File: src/rtl/seq_scan_ctrl.sv
// ============================================================================
// seq_scan_ctrl : streams a word MSB-first into an external 1101 Mealy
//                 detector and returns the hit count and first-hit position.
// Revision 1.0
// ============================================================================
`default_nettype none

module seq_scan_ctrl #(
  parameter int WIDTH = 8,
  parameter int CNT_W = 4,
  localparam int IDX_W = $clog2(WIDTH)
) (
  input  logic             clk,
  input  logic             reset,
  input  logic             in_valid,
  output logic             in_ready,
  input  logic [WIDTH-1:0] in_data,
  output logic             det_x,
  output logic             det_rst,
  input  logic             det_y,
  output logic             out_valid,
  input  logic             out_ready,
  output logic [CNT_W-1:0] out_count,
  output logic             out_hit,
  output logic [IDX_W-1:0] out_first_pos
);

  typedef enum logic [1:0] {
    IDLE  = 2'd0,
    CLEAR = 2'd1,
    SHIFT = 2'd2,
    DONE  = 2'd3
  } state_t;

  localparam logic [CNT_W-1:0] C_CNT_MAX  = '1;
  localparam logic [CNT_W-1:0] C_CNT_ONE  = CNT_W'(1);
  localparam logic [IDX_W-1:0] C_IDX_ONE  = IDX_W'(1);
  localparam logic [IDX_W-1:0] C_IDX_LAST = IDX_W'(WIDTH - 1);

  state_t           r_state;
  logic [WIDTH-1:0] r_shreg;
  logic [IDX_W-1:0] r_idx;
  logic [CNT_W-1:0] r_count;
  logic             r_hit;
  logic [IDX_W-1:0] r_first_pos;
  logic             r_det_x;
  logic             r_det_rst;
  logic             r_out_valid;
  logic             r_in_ready;

  always_ff @(posedge clk or posedge reset) begin
    if (reset) begin
      r_state     <= IDLE;
      r_shreg     <= '0;
      r_idx       <= '0;
      r_count     <= '0;
      r_hit       <= 1'b0;
      r_first_pos <= '0;
      r_det_x     <= 1'b0;
      r_det_rst   <= 1'b1;
      r_out_valid <= 1'b0;
      r_in_ready  <= 1'b1;
    end else begin
      case (r_state)
        IDLE: begin
          if (in_valid) begin
            r_shreg     <= in_data;
            r_count     <= '0;
            r_hit       <= 1'b0;
            r_first_pos <= '0;
            r_in_ready  <= 1'b0;
            r_state     <= CLEAR;
          end
        end
        CLEAR: begin
          // Detector leaves reset here, one edge before it consumes bit 0.
          r_idx     <= '0;
          r_det_rst <= 1'b0;
          r_det_x   <= r_shreg[WIDTH-1];
          r_state   <= SHIFT;
        end
        SHIFT: begin
          if (det_y) begin
            if (r_count != C_CNT_MAX) r_count <= r_count + C_CNT_ONE;
            if (!r_hit) begin
              r_hit       <= 1'b1;
              r_first_pos <= r_idx;
            end
          end
          r_shreg <= {r_shreg[WIDTH-2:0], 1'b0};
          r_idx   <= r_idx + C_IDX_ONE;
          if (r_idx == C_IDX_LAST) begin
            r_det_x     <= 1'b0;
            r_out_valid <= 1'b1;
            r_state     <= DONE;
          end else begin
            // det_x is registered, so preload the bit that follows.
            r_det_x <= r_shreg[WIDTH-2];
          end
        end
        DONE: begin
          if (out_ready) begin
            r_out_valid <= 1'b0;
            r_det_rst   <= 1'b1;
            r_in_ready  <= 1'b1;
            r_state     <= IDLE;
          end
        end
        default: r_state <= IDLE;
      endcase
    end
  end

  assign in_ready      = r_in_ready;
  assign det_x         = r_det_x;
  assign det_rst       = r_det_rst;
  assign out_valid     = r_out_valid;
  assign out_count     = r_count;
  assign out_hit       = r_hit;
  assign out_first_pos = r_first_pos;

endmodule

`default_nettype wire
File: config.mk
export PLATFORM = sky130hd
export DESIGN_NAME = seq_scan_ctrl
export DESIGN_NICKNAME = d
export VERILOG_FILES = /design/src/rtl/seq_scan_ctrl.sv
export SDC_FILE = /design/constraint.sdc
export NUM_CORES = 1
export LEC_CHECK = 0
export BUFFER_PORTS_ARGS = -buffer_cell sky130_fd_sc_hd__buf_2
export CORE_ASPECT_RATIO = 0.5
export CORE_MARGIN = 2
export CORE_UTILIZATION = 49
export CTS_BUF_LIST = sky130_fd_sc_hd__clkbuf_16
export CTS_CLUSTER_DIAMETER = 30
export DETAILED_ROUTE_END_ITERATION = 6
export GPL_TIMING_DRIVEN = 1
export PLACE_DENSITY = 0.8
export SETUP_SLACK_MARGIN = 0.3
export SYNTH_ARGS = -nofsm -noshare
export SYNTH_HDL_FRONTEND = slang
export SYNTH_SLANG_ARGS = --single-unit
File: constraint.sdc
create_clock -name clk -period 1.63 [get_ports clk]
set_clock_uncertainty 0.15 [all_clocks]
set_input_delay 0.163 -clock clk [delete_from_list [all_inputs] [get_ports clk]]
set_output_delay 0.163 -clock clk [all_outputs]
set_load 0.01 [all_outputs]
==> metrics.yaml, run 1 <==
run_status: "finished with violations"
failing_checks: "negative setup slack"
postSynth.asyncResetShare: 1.00
antenna_found_initial: 0
peakVddDrop_uv: 1300
worstReg2RegStart: "r_state[1]"
post-synth-top-count-cell: "sky130_fd_sc_hd__dfrtp_1"
p_leak_uw: 0.000939
clock_pin_transition_on_the_worst_setup_and_hold_timing_paths_ns: 0.06
place.gp.congestion: 0.823
setup_viol_count_final: 17
crit_path_end_kind: "register"
critPathCapture: "r_state[0]"
powerDensity_nw_per_um2: 2170
postSynth.topFlopCell: "sky130_fd_sc_hd__dfrtp_1"
timing.critical_path.depth: 6
drt_pre_antenna_iters: 4
die_h_um: 41.4
clock_tree.buffer_depth: 2
number_of_global_route_vias_before_repair: 1063
overflow: 0
worst_skew_pair.late_latency_ns: 0.26
max_freq_mhz: 579
min-delay-path-class: "primary input to register"
antenna_cells_inserted: 0
synthDominantAreaCellType: "sky130_fd_sc_hd__dfrtp_1"
worst-endpoint-arrival_ns: 1.74
mappedNetlistArea_sq_um: 1370
rsz0062_at_grt: "yes"
timing.critical_path.fanout_max: 5
global_route.usage.met1: 0.231
post_synth_num_cell_types: 27
number_of_flops_mapped_to_enable_cells_by_yosys: 0
globalRouteMet3Util: 0.0517
synth_common_cells: "sky130_fd_sc_hd__dfrtp_1 (23), sky130_fd_sc_hd__nand2_1 (15), sky130_fd_sc_hd__o21ai_0 (14)"
post_synth_main_area_contributors: "sky130_fd_sc_hd__dfrtp_1 (42%), sky130_fd_sc_hd__ha_1 (8.2%), sky130_fd_sc_hd__mux2i_1 (6.6%), sky130_fd_sc_hd__o21ai_0 (5.1%), sky130_fd_sc_hd__nand3_1 (4.4%)"
clk_root_buf: "sky130_fd_sc_hd__clkbuf_16"
remaining_drc_errors: 0
fin_crit_period_ns: 1.73
crit_family: "flip-flops"
detailed_place_hpwl_mm: 2.13
netlist.area_leader.share: 0.421
path_buf_inv: 3
final_net_count: 213
grt_max_degree: 22
synth_seq_cells: 25
via_per_inst: 5.67
worst_r2r_endpoint: "r_state[0]"
count_of_buffers_inserted_at_the_top_level_ports: 24
core.rowCount: 13
timing.critical_path.slowest_cell_delay_ns: 0.42
postRouteAntennaNets: 0
maxSlewHeadroom: 0.668
post_synth.cell_area_avg_sq_um: 9.98
pin_count: 25
finalWirelength_mm: 4.06
initial_utilization: 0.522
worst_ep_required_time_ns: 1.64
drt_initial_violations: 119
dpl_cell_area_sq_um: 1680
synth_nets: 159
die-width_um: 78.7
global_route.usage.met2: 0.402
report.final.hold_viol_count: 0
slowest_stage: "sky130_fd_sc_hd__dfrtp_2"
maxCapViolCount: 0
r2r.worst_path.cells: 6
layout_setup_ws_ns: -0.0963
finish.instance_area_sq_um: 2030
synth_sequential_area_ratio: 0.459
finalCritPeriodShare: 1.06
tightest_slew_ns: 0.497
synth_cells: 137
register_to_register_setup_slack_ns: -0.1
post-layout-total-power_uw: 4410
critical_path_class: "register to register"
critical_path.cell_chain: "buf_4 > ha_1 > inv_1 > o211ai_1 > buf_4 > mux2i_1"
finalMaxSlewViolations: 0
global_route.peak_usage_layer: "met2"
area_growth_pct: 48.2
yosysWarnings: 0
fp.dieArea_sq_um: 3260
route.vias.total: 1287
cts_tree: "done"
numCtsBuffers: 3
worst_hold_path.num_cells: 3
grtUsageTotal: 0.204
timing.critical_path.mode_cell: "sky130_fd_sc_hd__buf_4"
crit_path_start: "r_state[1]"
detail_route.wl_per_cell_um: 17.9
critPathLaunchType: "register"
global_route_wire_length_before_repair_mm: 4.80
h_tree_level_count: 1
clock_sink_count: 25
placeableCoreArea_sq_um: 2620
drive_gt1_frac: 0.437
==> worst reg2reg max path: stages, from the launching register on <==
cell and delay (ns):
sky130_fd_sc_hd__dfrtp_2 0.42, sky130_fd_sc_hd__buf_4 0.14, sky130_fd_sc_hd__ha_1 0.15, sky130_fd_sc_hd__inv_1 0.07
sky130_fd_sc_hd__o211ai_1 0.31, sky130_fd_sc_hd__buf_4 0.18, sky130_fd_sc_hd__mux2i_1 0.22
==> flip-flops by register name (all words and copies together) (netlist names) <==
signal and cells:
out_count 4, r_shreg 8, r_idx 3, in_ready 1, out_hit 1, out_valid 1
r_state 2, det_x 1, out_first_pos 3, det_rst 1
==> area by class of cell <==
cell class / instances / area [sq um]
Clock buffer: 3 / 75.1
Clock inverter: 1 / 3.75
Tap cell: 37 / 46.3
Sequential cell: 25 / 629
Multi-Input combinational cell: 99 / 779
Fill cell: 153 / 592
Inverter: 7 / 26.3
Timing Repair Buffer: 55 / 467
==> stage by stage <==
step | hold slack [ns] | util | std cells | worst slack (ns) | setup TNS [ns]
final | 0.0470 | 0.774 | 227 | -0.0963 | -0.657
after global routing | 0.0693 | 0.774 | 227 | -0.107 | -1.22
after CTS | 0.0499 | 0.704 | 217 | 0.00835 | 0
after detailed placement | 0.0607 | 0.640 | 206 | -0.00396 | -0.00396
after global placement | 0.0570 | 0.640 | 206 | 0.0640 | 0
after floorplan | 0.0388 | - | 137 | 0.0374 | 0
==> routing by layer <==
metal	routed length, um	vias to the layer above
met1	1740	620
met2	1950	77
met3	314	8
met4	52	0
met5	0	-
li1	-	582
==> cells in the final DEF, fill, tap and decap left out, types with 2 or more instances in the layout <==
master                          Yosys  routed
sky130_fd_sc_hd__a21oi_1            8       6
sky130_fd_sc_hd__a21oi_2            0       2
sky130_fd_sc_hd__buf_12             0       3
sky130_fd_sc_hd__buf_2              1      24
sky130_fd_sc_hd__buf_4              1      18
sky130_fd_sc_hd__buf_6              3       5
sky130_fd_sc_hd__clkbuf_16          0       6
sky130_fd_sc_hd__dfrtp_1           23      22
sky130_fd_sc_hd__dfstp_2            2       2
sky130_fd_sc_hd__dlygate4sd3_1      0       2
sky130_fd_sc_hd__ha_1               9       4
sky130_fd_sc_hd__ha_2               0       2
sky130_fd_sc_hd__ha_4               0       3
sky130_fd_sc_hd__inv_1              7       6
sky130_fd_sc_hd__inv_2              0       2
sky130_fd_sc_hd__mux2_4             0       2
sky130_fd_sc_hd__mux2i_1            9       9
sky130_fd_sc_hd__nand2_1           15      12
sky130_fd_sc_hd__nand2_2            0       3
sky130_fd_sc_hd__nand2b_1           7       6
sky130_fd_sc_hd__nand3_1           12      12
sky130_fd_sc_hd__nand3b_1           2       2
sky130_fd_sc_hd__nand4_1            2       2
sky130_fd_sc_hd__nor2_1             6       5
sky130_fd_sc_hd__o211ai_1           3       3
sky130_fd_sc_hd__o21ai_0           14       2
sky130_fd_sc_hd__o21ai_1            0      10
sky130_fd_sc_hd__o21ai_2            0       2
==> cell families after synthesis <==
kind of cell	count (synthesis)	share of synthesized area
and+or+nand+nor	48	0.175
AOI/OAI and AO/OA	30	0.128
DFF	25	0.459
buffers and inverters	13	0.0631
muxes	12	0.0924
adders and majority gates	9	0.0823
==> worst min-delay path by stage <==
stage          startpoint         end  slack [ns]
3_5_place_dp        reset  r_shreg[6]        0.06
4_1_cts        in_data[3]  r_shreg[3]        0.05
5_1_grt        in_data[4]  r_shreg[4]        0.07
6_report       in_data[3]  r_shreg[3]        0.05
2_1_floorplan       reset       det_x        0.04
3_3_place_gp        reset  r_shreg[6]        0.06
==> report_power, final <==
part	switching (uW)	internal, uW
logic	1300	1450
registers	224	896
clock network	211	328
==> repair_timing <==
item / 4_1_cts / 5_1_grt
setup endpoints to repair: 22 / 25
endpoints found under the hold margin: 10 / 0
gates resized for setup: 8 / 15
cloned: 0 / 3
pin swaps: 4 / 8
hold buffers: 2 / 0
setup buffers: 5 / 7
Note: power is estimated with default switching activity, not from simulation.
==> inputs of run 2 (changes only) <==
- ABC_AREA: default -> 1
- CORE_UTILIZATION: 49 -> 50
- PLACE_DENSITY: 0.8 -> 0.79
- RECOVER_POWER: default -> 100
- clock period: 1.63 -> 1.6 ns (I/O delays scaled with it)
==> run 2 against run 1 <==
Effect of this change:
- the flow now finishes without violations
- sequential power is essentially flat
- worst hold slack lost 0.033 ns
- cell count grew 4.4%
- clock power grew 7.6%
- fmax grew 13%
- critical path depth grew 2
- sequential cell count is the same
- critical path type unchanged
- critical endpoint is now out_first_pos[2]
- largest cell class unchanged
- highest routed layer unchanged
==> metrics.yaml, run 2 <==
run_status: "finished clean"
critical_path.cell_chain: "inv_4 > ha_4 > inv_6 > nand2_8 > nand2_8 > nand2_2 > nand2_1 > o21ai_1"
worst_r2r_endpoint: "out_first_pos[2]"
finalWirelength_mm: 3.92
nFillCells: 167
synthSimpleGateAreaFrac: 0.233
post-layout-total-power_uw: 3990
mappedNetlistArea_sq_um: 1370
cellInternalPower_uw: 2190
post_synth_main_area_contributors: "sky130_fd_sc_hd__dfrtp_1 (42%), sky130_fd_sc_hd__nand2_1 (12%), sky130_fd_sc_hd__ha_1 (8.2%), sky130_fd_sc_hd__a31oi_2 (5.5%), sky130_fd_sc_hd__inv_1 (4.1%)"
final_net_count: 223
grt_max_degree: 16
path_buf_inv: 2
core.rowCount: 13
fp.dieArea_sq_um: 3200
post_synth.cell_area_avg_sq_um: 9.02
post_synth_num_cell_types: 28
multi_input_area_sq_um: 820
min-delay-path-class: "primary input to register"
sequentialPowerShare: 0.276
h_tree_level_count: 1
drt_initial_violations: 94
detail_route.wl_per_cell_um: 16.5
layout_commonest_cell: "sky130_fd_sc_hd__nand2_1"
timing.hold.worst_endpoint: "r_shreg[2]"
largest-register: "r_shreg"
netlist.area_leader.share: 0.420
peakVddDrop_uv: 1390
fin_tns_setup_ns: 0
tightest_slew_ns: 0.462
yosysWarnings: 0
synth_compound_area_frac: 0.151
p_sw_frac: 0.451
clock_tree.buffer_depth: 2
most-common-layout-cells: "sky130_fd_sc_hd__nand2_1 (38), sky130_fd_sc_hd__dfrtp_1 (22), sky130_fd_sc_hd__buf_2 (13), sky130_fd_sc_hd__clkbuf_1 (13), sky130_fd_sc_hd__buf_4 (13)"
power.net_switching_uw: 1800
post-synth-top-count-cell: "sky130_fd_sc_hd__nand2_1"
hold_slack_ns: 0.0141
slowest_stage: "sky130_fd_sc_hd__dfrtp_2"
worst_skew_pair.late_latency_ns: 0.26
finalMaxSlewViolations: 0
antenna_found_initial: 0
globalRouteMet3Util: 0.0683
worstReg2RegStart: "r_state[1]"
number_of_flops_mapped_to_enable_cells_by_yosys: 0
timing.critical_path.slowest_cell_delay_ns: 0.47
critPathLaunchType: "register"
overflow: 0
clk_root_buf: "sky130_fd_sc_hd__clkbuf_16"
initial_utilization: 0.527
postSynth.topFlopCell: "sky130_fd_sc_hd__dfrtp_1"
remaining_drc_errors: 0
route.vias.total: 1285
final-seq-area_sq_um: 629
synth_nets: 174
placeableCoreArea_sq_um: 2600
crit_path_end_kind: "register"
global_route.usage.met1: 0.257
detailed_place_hpwl_mm: 1.92
global_route.usage.met2: 0.384
synth_cells: 152
maxSlewHeadroom: 0.692
max_freq_mhz: 653
combinationalPowerShare: 0.578
place.gp.congestion: 0.761
postRouteAntennaNets: 0
synth_seq_cells: 25
rsz0062_at_grt: "yes"
global_route.peak_usage_layer: "met2"
clock_power_share: 0.145
number_of_global_route_vias_before_repair: 1054
synth_sequential_area_ratio: 0.458
yosys.area_share.adder: 0.0821
synthMuxAreaShare: 0
synthDominantAreaCellType: "sky130_fd_sc_hd__dfrtp_1"
synth_top_family_by_area: "simple AND/OR/NAND/NOR gates"
r2r.worst_path.cells: 8
area_growth_pct: 40.3
global_route_wire_length_before_repair_mm: 4.92
die_h_um: 41.0
die-width_um: 78.1
fin_crit_period_ns: 1.53
setup_viol_count_final: 0
drive_gt1_frac: 0.420
via_per_inst: 5.42
crit_family: "flip-flops"
grtUsageTotal: 0.212
drt_pre_antenna_iters: 4
postSynth.asyncResetShare: 1.00
finalCritPeriodShare: 0.957
cts_tree: "done"
timing.critical_path.fanout_max: 6
powerDensity_nw_per_um2: 2070
numCtsBuffers: 3
timing.critical_path.mode_cell: "sky130_fd_sc_hd__nand2_8"
report.final.hold_viol_count: 0
largest_register_ff_count: 8
worst-endpoint-arrival_ns: 1.55
p_leak_uw: 0.000874
synthXorXnorAreaFrac: 0
clock_pin_transition_on_the_worst_setup_and_hold_timing_paths_ns: 0.07
critical_path_class: "register to register"
count_of_buffers_inserted_at_the_top_level_ports: 24
worst_hold_path.num_cells: 3
pin_count: 25
register_to_register_setup_slack_ns: 0.07
worst_ep_required_time_ns: 1.62
maxCapViolCount: 0
min-delay-start: "in_data[2]"
antenna_cells_inserted: 0
synth_common_cells: "sky130_fd_sc_hd__nand2_1 (44), sky130_fd_sc_hd__dfrtp_1 (23), sky130_fd_sc_hd__inv_1 (15)"
clock_sink_count: 25
## run 2: cell types whose count changed after synthesis, moves of 6 or more
cell	previous run	this run
sky130_fd_sc_hd__inv_1	7	15
sky130_fd_sc_hd__mux2i_1	9	0
sky130_fd_sc_hd__nand2b_1	7	0
sky130_fd_sc_hd__a31oi_2	0	6
sky130_fd_sc_hd__o21ai_0	14	5
sky130_fd_sc_hd__o21ai_1	0	8
sky130_fd_sc_hd__nand2_1	15	44
## run 2: how the worst max path moves through the flow
stage | to | depth (start not counted) | startpoint
5_1_grt | out_first_pos[1] | 8 | r_state[1]
4_1_cts | out_count[1] | 7 | r_state[0]
3_3_place_gp | out_count[3] | 8 | r_state[1]
6_report | out_first_pos[2] | 8 | r_state[1]
3_5_place_dp | out_count[1] | 8 | r_state[1]
2_1_floorplan | r_shreg[7] | 8 | r_state[0]
## run 2: power groups by stage
stage	logic (uW)	registers [uW]	clock network [uW]
2_1_floorplan	1270	1080	0
5_1_grt	2450	1120	604
4_1_cts	1960	1080	574
3_5_place_dp	1550	1080	0
6_report	2310	1100	580
3_3_place_gp	1510	1060	0
## run 2: cells by family after synthesis
group                      count (synthesis)
AOI/OAI and AO/OA                         28
DFF                                       25
and+or+nand+nor                           69
adders and majority gates                  9
buffers and inverters                     21
## run 2: area by class of cell
cell class	instances	area share
Clock buffer	3	0.0390
Clock inverter	1	0.00390
Inverter	17	0.0384
Multi-Input combinational cell	108	0.426
Sequential cell	25	0.327
Tap cell	37	0.0241
Timing Repair Buffer	46	0.142
## run 2: metrics by stage
step,instances,cell area (sq um),utilization,setup slack [ns]
after floorplan,152,1410,-,0.180
after global placement,213,1550,0.597,0.0656
after detailed placement,213,1550,0.597,0.0316
after CTS,231,1840,0.709,0.129
after global routing,237,1920,0.739,0.0265
final,237,1920,0.739,0.0693
## run 2: metal layers
metal  routed length, um  vias to the layer above  share of wire
met4                  96                        0          0.025
met5                   0                        -              0
met3                 253                       14          0.065
li1                    -                      593              -
met1                1630                      623           0.42
met2                1940                       55           0.50
## run 2: timing repair
item                                    in CTS  in global routing
pin swaps                                   12                 10
cloned                                       2                  0
hold buffers                                 4                  0
hold endpoints to repair                    10                  0
endpoints found under the setup margin      20                 24
resized for setup                           19                 27
setup buffers                                8                  6
## run 2: tightest hold or removal path, delay by kind of cell
family | cells | cell delay (ns)
AO/OA/AOI/OAI | 1 | 0.07
buffers and inverters | 1 | 0.09
AND/OR/NAND/NOR | 1 | 0.07
==> inputs of run 3 (changes only) <==
- CTS_BUF_LIST: sky130_fd_sc_hd__clkbuf_16 -> sky130_fd_sc_hd__clkbuf_8
- CTS_CLUSTER_SIZE: default -> 28
==> run 3 against run 2 <==
Effect of this change:
- cell area fell by 2.7%
- non-clock buffer count rose by 2
- total power fell by 9.9%
- first-iteration DRC count fell by 35%
- register-to-register slack barely moved
- die area did not move
- combinational power fell by 8.7%
- setup slack got worse by 0.0099 ns
- cell count rose by 0.84%
- worst hold slack got worse by 0.00086 ns
- sequential power barely moved
- via count fell by 3.0%
- largest cell class unchanged
- highest routed layer unchanged
==> metrics.yaml, run 3 (same netlist as run 2, synthesis figures left out) <==
run_status: "finished clean"
path_buf_inv: 2
timing.hold.worst_endpoint: "r_shreg[6]"
final_core_utilization: 0.719
critical_path.cell_chain: "inv_4 > ha_4 > clkbuf_2 > nand2_1 > a31oi_4"
core.rowCount: 13
grtUsageTotal: 0.199
area_growth_pct: 36.5
dpl_cell_area_sq_um: 1550
placeableCoreArea_sq_um: 2600
grt_max_degree: 16
via_per_inst: 5.22
clock_pin_transition_on_the_worst_setup_and_hold_timing_paths_ns: 0.10
die_h_um: 41.0
detail_route.wl_per_cell_um: 14.7
worst_r2r_endpoint: "r_shreg[2]"
worst-endpoint-arrival_ns: 1.60
finish.instance_area_sq_um: 1870
min-delay-path-class: "primary input to register"
maxSlewHeadroom: 0.612
register_to_register_setup_slack_ns: 0.06
pin_count: 25
global_route.usage.met1: 0.240
r2r.worst_path.cells: 5
worst_skew_pair.late_latency_ns: 0.28
timing.critical_path.depth: 5
tightest_slew_ns: 0.583
critical_path_class: "register to register"
timing.critical_path.slowest_cell_delay_ns: 0.43
layout_commonest_cell: "sky130_fd_sc_hd__nand2_1"
fp.dieArea_sq_um: 3200
nFillCells: 172
global_route.usage.met2: 0.362
largest_register_ff_count: 8
slowest_stage: "sky130_fd_sc_hd__dfrtp_1"
drt_pre_antenna_iters: 4
worstReg2RegStart: "r_state[0]"
antenna_cells_inserted: 0
setup_viol_count_final: 0
h_tree_level_count: 1
final_net_count: 225
report.final.hold_viol_count: 0
clock_tree.buffer_depth: 2
global_route.peak_usage_layer: "met2"
global_route_wire_length_before_repair_mm: 4.64
numCtsBuffers: 3
worst_hold_path.num_cells: 3
antenna_found_initial: 0
critPathLaunchType: "register"
most-common-layout-cells: "sky130_fd_sc_hd__nand2_1 (43), sky130_fd_sc_hd__dfrtp_1 (22), sky130_fd_sc_hd__buf_2 (14)"
dp_slack_ns: 0.0316
die-width_um: 78.1
fin_crit_period_ns: 1.54
layout_setup_ws_ns: 0.0594
timing.critical_path.fanout_max: 7
clock_sink_count: 25
hold_slack_ns: 0.0132
drt_initial_violations: 61
fin_tns_setup_ns: 0
largest-register: "r_shreg"
count_of_buffers_inserted_at_the_top_level_ports: 24
peakVddDrop_uv: 1230
rsz0062_at_grt: "yes"
detailed_place_hpwl_mm: 1.92
p_leak_uw: 0.000860
powerDensity_nw_per_um2: 1920
initial_utilization: 0.527
finalCritPeriodShare: 0.963
clk_root_buf: "sky130_fd_sc_hd__clkbuf_8"
postRouteAntennaNets: 0
crit_family: "flip-flops"
finalWirelength_mm: 3.52
cts_tree: "done"
finalMaxSlewViolations: 0
globalRouteMet3Util: 0.0551
maxCapViolCount: 0
worst_ep_required_time_ns: 1.65
place.gp.congestion: 0.761
overflow: 0
max_freq_mhz: 649
crit_path_end_kind: "register"
number_of_global_route_vias_before_repair: 1036
route.vias.total: 1247
min-delay-start: "in_data[6]"
remaining_drc_errors: 0
drive_gt1_frac: 0.307
-- run 3: layout make-up --
| class | count | area, sq um | area share |
|---|---|---|---|
| Tap cell | 37 | 46.3 | 0.0247 |
| Multi-Input combinational cell | 108 | 761 | 0.406 |
| Inverter | 17 | 73.8 | 0.0394 |
| Clock inverter | 1 | 7.51 | 0.00401 |
| Clock buffer | 3 | 41.3 | 0.0221 |
| Timing Repair Buffer | 48 | 313 | 0.167 |
| Sequential cell | 25 | 629 | 0.336 |
-- run 3: worst register-to-register path, delay by kind of cell, from the launching register on --
| kind | cells | cell delay, ns |
|---|---|---|
| fa+ha+maj | 1 | 0.23 |
| flops | 1 | 0.43 |
| buf+inv | 2 | 0.34 |
| compound gates | 1 | 0.19 |
| simple gates | 1 | 0.12 |
-- run 3: where the power goes --
group	switching (uW)	internal, uW
clock	214	177
combinational	1210	894
sequential	209	887
total	1640	1960
-- run 3: worst max-delay path by stage --
| stage | start | end | slack (ns) |
|---|---|---|---|
| after detailed placement | r_state[1] | out_count[1] | 0.03 |
| after floorplan | r_state[0] | r_shreg[7] | 0.18 |
| after global placement | r_state[1] | out_count[3] | 0.07 |
| after global routing | r_state[0] | r_shreg[5] | 0.001 |
| final | r_state[0] | r_shreg[2] | 0.06 |
| after CTS | r_state[0] | out_count[0] | 0.15 |
-- run 3: metal layers --
metal  wire length [um]  vias to the layer above
met2               1720                       41
met1               1520                      595
met5                  0                        -
met3                180                       12
li1                   -                      599
met4                 99                        0
-- run 3: timing repair --
item | 4_1_cts | 5_1_grt
gates resized for setup | 22 | 5
setup endpoints to repair | 20 | 24
pin swaps | 12 | 1
hold endpoints to repair | 13 | 2
buffers inserted | 7 | 4
hold buffers | 7 | 2
gates cloned | 2 | 0
-- run 3: stage by stage --
step / power (uW) / std cells
after CTS: 3400 / 233
after floorplan: 2360 / 152
after global routing: 3830 / 239
final: 3590 / 239
after global placement: 2570 / 213
after detailed placement: 2620 / 213
